--- src/rtl/player_move_ctrl.sv ---
// Debounced two-key stepper for the red player's grid position with a redraw handshake.
// Optional build macro PLAYER_MOVE_WRAP_EN: steps off the last column/row wrap to 0 instead of being dropped.
module player_move_ctrl #(
  parameter int DEBOUNCE_CYCLES = 250000,
  parameter int GRID_COLS       = 8,
  parameter int GRID_ROWS       = 8,
  parameter int INIT_X          = 1,
  parameter int INIT_Y          = 1
) (
  input  logic       clock,
  input  logic       resetn,
  input  logic       key_x_n,
  input  logic       key_y_n,
  input  logic [3:0] other_x,
  input  logic [3:0] other_y,
  input  logic       redraw_ack,
  output logic [3:0] pos_x,
  output logic [3:0] pos_y,
  output logic       redraw_req,
  output logic       blocked
);

  localparam int         CW      = $clog2(DEBOUNCE_CYCLES + 1);
  localparam logic [CW-1:0] CNT_MAX = CW'(DEBOUNCE_CYCLES - 1);
  localparam logic [3:0] MAX_X   = 4'(GRID_COLS - 1);
  localparam logic [3:0] MAX_Y   = 4'(GRID_ROWS - 1);

  typedef enum logic [0:0] {IDLE = 1'b0, WAIT_ACK = 1'b1} state_t;

  // Index 0 is the X key, index 1 the Y key.
  logic [1:0]    keys_s;
  logic [1:0]    sync1_q, sync2_q;
  logic [1:0]    acc_q, acc_d;
  logic [1:0]    press_q, press_d;
  logic [1:0]    pend_q, pend_d;
  logic [1:0]    clr_s;
  logic [CW-1:0] cnt_q [2];
  logic [CW-1:0] cnt_d [2];

  state_t     state_q, state_d;
  logic [3:0] pos_x_q, pos_x_d, pos_y_q, pos_y_d;
  logic       req_q, req_d, blocked_q, blocked_d;
  logic [3:0] cand_x_s, cand_y_s;
  logic       step_ok_s;

  assign keys_s = {key_y_n, key_x_n};

  // Debounce: count while the synchronized level disagrees, flip and flag a press on 1->0.
  always_comb begin
    for (int i = 0; i < 2; i++) begin
      cnt_d[i]   = cnt_q[i];
      acc_d[i]   = acc_q[i];
      press_d[i] = 1'b0;
      if (sync2_q[i] == acc_q[i]) begin
        cnt_d[i] = {CW{1'b0}};
      end else if (cnt_q[i] == CNT_MAX) begin
        cnt_d[i]   = {CW{1'b0}};
        acc_d[i]   = ~acc_q[i];
        press_d[i] = acc_q[i];
      end else begin
        cnt_d[i] = cnt_q[i] + CW'(1);
      end
      pend_d[i] = (pend_q[i] & ~clr_s[i]) | press_q[i];
    end
  end

  // Move FSM: X has priority; steps are edge-checked, collision-checked, then handed off.
  always_comb begin
    state_d   = state_q;
    pos_x_d   = pos_x_q;
    pos_y_d   = pos_y_q;
    req_d     = req_q;
    blocked_d = 1'b0;
    clr_s     = 2'b00;
    cand_x_s  = pos_x_q;
    cand_y_s  = pos_y_q;
    step_ok_s = 1'b0;
    case (state_q)
      IDLE: begin
        if (pend_q[0]) begin
          clr_s[0] = 1'b1;
`ifdef PLAYER_MOVE_WRAP_EN
          cand_x_s  = (pos_x_q == MAX_X) ? 4'd0 : pos_x_q + 4'd1;
          step_ok_s = 1'b1;
`else
          cand_x_s  = pos_x_q + 4'd1;
          step_ok_s = (pos_x_q != MAX_X);
`endif
        end else if (pend_q[1]) begin
          clr_s[1] = 1'b1;
`ifdef PLAYER_MOVE_WRAP_EN
          cand_y_s  = (pos_y_q == MAX_Y) ? 4'd0 : pos_y_q + 4'd1;
          step_ok_s = 1'b1;
`else
          cand_y_s  = pos_y_q + 4'd1;
          step_ok_s = (pos_y_q != MAX_Y);
`endif
        end else begin
          step_ok_s = 1'b0;
        end
        if (step_ok_s) begin
          if ((cand_x_s == other_x) && (cand_y_s == other_y)) begin
            blocked_d = 1'b1;
          end else begin
            pos_x_d = cand_x_s;
            pos_y_d = cand_y_s;
            req_d   = 1'b1;
            state_d = WAIT_ACK;
          end
        end else begin
          state_d = IDLE;
        end
      end
      WAIT_ACK: begin
        if (redraw_ack) begin
          req_d   = 1'b0;
          state_d = IDLE;
        end else begin
          state_d = WAIT_ACK;
        end
      end
      default: begin
        state_d = IDLE;
        req_d   = 1'b0;
      end
    endcase
  end

  // State registers; reset returns keys to released and discards pending steps.
  always_ff @(posedge clock or negedge resetn) begin
    if (!resetn) begin
      sync1_q   <= 2'b11;
      sync2_q   <= 2'b11;
      acc_q     <= 2'b11;
      press_q   <= 2'b00;
      pend_q    <= 2'b00;
      cnt_q[0]  <= {CW{1'b0}};
      cnt_q[1]  <= {CW{1'b0}};
      state_q   <= IDLE;
      pos_x_q   <= 4'(INIT_X);
      pos_y_q   <= 4'(INIT_Y);
      req_q     <= 1'b0;
      blocked_q <= 1'b0;
    end else begin
      sync1_q   <= keys_s;
      sync2_q   <= sync1_q;
      acc_q     <= acc_d;
      press_q   <= press_d;
      pend_q    <= pend_d;
      cnt_q[0]  <= cnt_d[0];
      cnt_q[1]  <= cnt_d[1];
      state_q   <= state_d;
      pos_x_q   <= pos_x_d;
      pos_y_q   <= pos_y_d;
      req_q     <= req_d;
      blocked_q <= blocked_d;
    end
  end

  assign pos_x      = pos_x_q;
  assign pos_y      = pos_y_q;
  assign redraw_req = req_q;
  assign blocked    = blocked_q;

endmodule

--- config.mk ---
export PLATFORM = sky130hd
export DESIGN_NAME = player_move_ctrl
export DESIGN_NICKNAME = d
export VERILOG_FILES = /design/src/rtl/player_move_ctrl.sv
export SDC_FILE = /design/constraint.sdc
export NUM_CORES = 1
export LEC_CHECK = 0
export CORE_ASPECT_RATIO = 1.2
export CORE_MARGIN = 5
export CORE_UTILIZATION = 50
export CTS_CLUSTER_DIAMETER = 200
export DETAILED_ROUTE_END_ITERATION = 16
export PLACE_DENSITY = 0.7
export SLEW_MARGIN = 10
export SYNTH_ARGS = -nofsm -noshare
export SYNTH_HDL_FRONTEND = slang
export SYNTH_SLANG_ARGS = --single-unit
--- constraint.sdc ---
create_clock -name clock -period 6.3 [get_ports clock]
set_clock_uncertainty 0.1 [all_clocks]
set_input_delay 1.575 -clock clock [delete_from_list [all_inputs] [get_ports clock]]
set_output_delay 1.575 -clock clock [all_outputs]
set_load 0.02 [all_outputs]
==> results.cfg <==
[min_path]
hold_depth = 0
min_to = sync2_q[1]$_DFF_PN1_
hp-class = reg2reg
hold_path_startpoint = sync1_q[1]$_DFF_PN1_

[timing]
setup_ws_ps = 2950
finalSetupViolations = 0
max_slew_margin_pct = 53.8
fmax_mhz = 298
period_share_pct = 53.2
rsz0062_at_grt = no
fin_crit_ps = 3350
maxSlewViolCount = 0
tightest_slew_ps = 692
finalSetupTns_ps = 0
hold_viol_final = 0

[floorplanning]
die_h_um = 92.0
core_area_mm2 = 0.00537
die_area_mm2 = 0.00721
dieWidth_um = 78.4
boundaryPins = 23
fp-row-count = 29
start_util_pct = 52.2

[setup_path]
critPathLaunchType = input pin
r2r_cells = 6
path_class = in2reg
r2r-start = pos_y[0]$_DFFE_PN1P_
rrSetupSlack_ps = 3770
critPathMaxFanout = 9
crit_arrival_ps = 3470
required_ps = 6420
r2r_end = pos_y[1]$_DFFE_PN0P_
end_kind = register

[yosys]
synth_cells = 266
synth_common_cells = dfrtp_1 (49), nor2_1 (45), xnor2_1 (31), xor2_1 (21), nand3_1 (17)
synth_seq_cells = 57
yosysTopAreaCell = dfrtp_1
yosysSeqAreaShare_pct = 51.2
postSynth.asyncResetShare_pct = 100
synth-simple-area-share_pct = 23.0
yosys-mux-area-fraction_pct = 1.61
syn_avg_cell_area_um2 = 10.5
syn_nets = 283
synthesis.area_mm2 = 0.00280
ys.warnings.count = 0
synth_most_common_cell = dfrtp_1
synth_xor_xnor_area_share_pct = 16.2
synth_top_cells_by_area = dfrtp_1 (44%), xnor2_1 (9.7%), dfstp_2 (7.5%), xor2_1 (6.6%), nor2_1 (6.0%)
ys_types = 40
synth-compound-area-share_pct = 4.64
ys.flop_type = dfrtp_1
yosysTopAreaCellShare_pct = 43.7
synth_fa_ha_area_share_pct = 1.78
synth_edf_count = 0
synth_top_family_by_area = simple AND/OR/NAND/NOR gates

[cts]
worstSkewPairLatency_ps = 340
cts_buffers = 9
root_buffer = clkbuf_8
path_clk_slew_ps = 60
cts_resized = 0
postCtsSetupBuffers = 0
cts_hold_buf = 0
cts_tree = built
cts_sinks = 57
h-tree-depth = 3
clockBufferDepth = 2

[routing]
drtAntennaViolNets = 0
met2WireLength_um = 2380
vias = 1974
drc = 0
initialDrtViolationCount = 112
vias_per_cell = 5.44
wl_per_cell_um = 13.7
met1_length_um = 2270
wl_um = 4980
wl_met3_um = 223
drt_pre_antenna_iters = 4
top_layer = met4

[pwr]
p_int_w = 0.000602
power_switching_w = 0.000162
p_comb_share_pct = 4.5
p_leak_nw = 1.33
sw_frac_of_total_pct = 21.2
ir_drop_mv = 0.212
power.share.sequential_pct = 49.3
power_density_mw_per_mm2 = 232
p_clk_share_pct = 46.3

[global_route]
grt_pass1_wl_um = 8740
grt.total_usage_pct = 15.6
grt_pass1_vias = 1892
grt.overflow.total = 0
grt_start_max_net_pins = 58
antenna_found_initial = 0

[final_layout]
fin_util_pct = 61.3
areaGrowthSynthToFinish_pct = 17.4
nNetsFinal = 313
drive_gt1_share_pct = 10.3
diodes = 0

[placement]
dpl.hpwl_um = 3430
gp_congestion = 0.802
portBuffers = 22
place_ws_ps = 2650

[job]
drv_cap = 0

[status]
status = finished clean
-- registers in the layout, summed over array words and instances (netlist names) --
name        count
acc_q           2
blocked         1
cnt_q          36
pend_q          2
pos_x           4
pos_y           4
press_q         2
redraw_req      1
state_q         1
sync1_q         2
sync2_q         2
-- how the worst max path moves through the flow --
| stage | from | to | slack [ps] |
|---|---|---|---|
| floorplan | other_x[0] | pos_x[1]$_DFFE_PN0P_ | 3200 |
| global placement | other_x[0] | pos_y[1]$_DFFE_PN0P_ | 2700 |
| detailed placement | other_x[1] | pos_y[1]$_DFFE_PN0P_ | 2650 |
| CTS | other_x[1] | pos_y[1]$_DFFE_PN0P_ | 3020 |
| global route | other_x[1] | pos_y[1]$_DFFE_PN0P_ | 2910 |
| finish | other_x[1] | pos_y[1]$_DFFE_PN0P_ | 2950 |
-- per-layer routing --
metal / GRT usage, % / up-vias
met5: 0 / -
met2: 24.1 / 35
met4: 7.00 / 0
met3: 5.29 / 11
li1: - / 983
met1: 19.9 / 945
-- through the flow --
stage                     power [W]  std cells  hold slack (ps)  instance area [µm²]
after detailed placement   0.000418        347              247                 3080
after global routing       0.000800        363              260                 3290
after global placement     0.000417        347              246                 3080
final                      0.000764        363              255                 3290
after CTS                  0.000776        363              256                 3290
after floorplan            0.000397        266              245                 2800
-- cells in the final DEF, fill, tap and decap left out, drive strengths merged, types with 2 or more instances in the layout --
cell and n:
dfrtp 49, nor2 45, xnor2 31, xor2 21
clkdlybuf4s50 21, nand3 17, clkbuf 14, nand2 12
nor3 8, nand4 8, dfstp 8, and3 6
inv 6, a311oi 5, nor4 5, nand3b 4
and4 4, mux2 4, ha 4, nor3b 3
a21o 3, o21ai 2, nand2b 2, a22oi 2
buf 2
-- critical path: stages --
cell and delay, ps:
clkdlybuf4s50_1 460, xor2_1 170, or3_1 330, a22oi_2 400
a311oi_1 220, mux2_2 310
-- power groups by stage --
stage                     Combinational [W]  Sequential [W]  Clock [W]
after detailed placement          0.0000350        0.000383          0
after global routing              0.0000386        0.000376   0.000385
after CTS                         0.0000352        0.000376   0.000365
final                             0.0000340        0.000376   0.000354
after global placement            0.0000342        0.000382          0
after floorplan                   0.0000146        0.000383          0
-- area by class of cell --
cell class	count	area, µm²
multi-input combinational	199	1330
inverter	6	22.5
timing repair buffer	23	223
fill	448	2080
clock buffer	14	173
tap	62	77.6
sequential	57	1440
clock inverter	2	35.0
-- kinds of logic after synthesis --
| group | count (synthesis) |
|---|---|
| flip-flops | 57 |
| AND/OR/NAND/NOR | 123 |
| XOR/XNOR | 52 |
| multiplexers | 4 |
| adder cells (fa/ha/maj) | 4 |
| AO/OA/AOI/OAI | 16 |
| buffers and inverters | 10 |
Power figures use the tool's default switching activity.
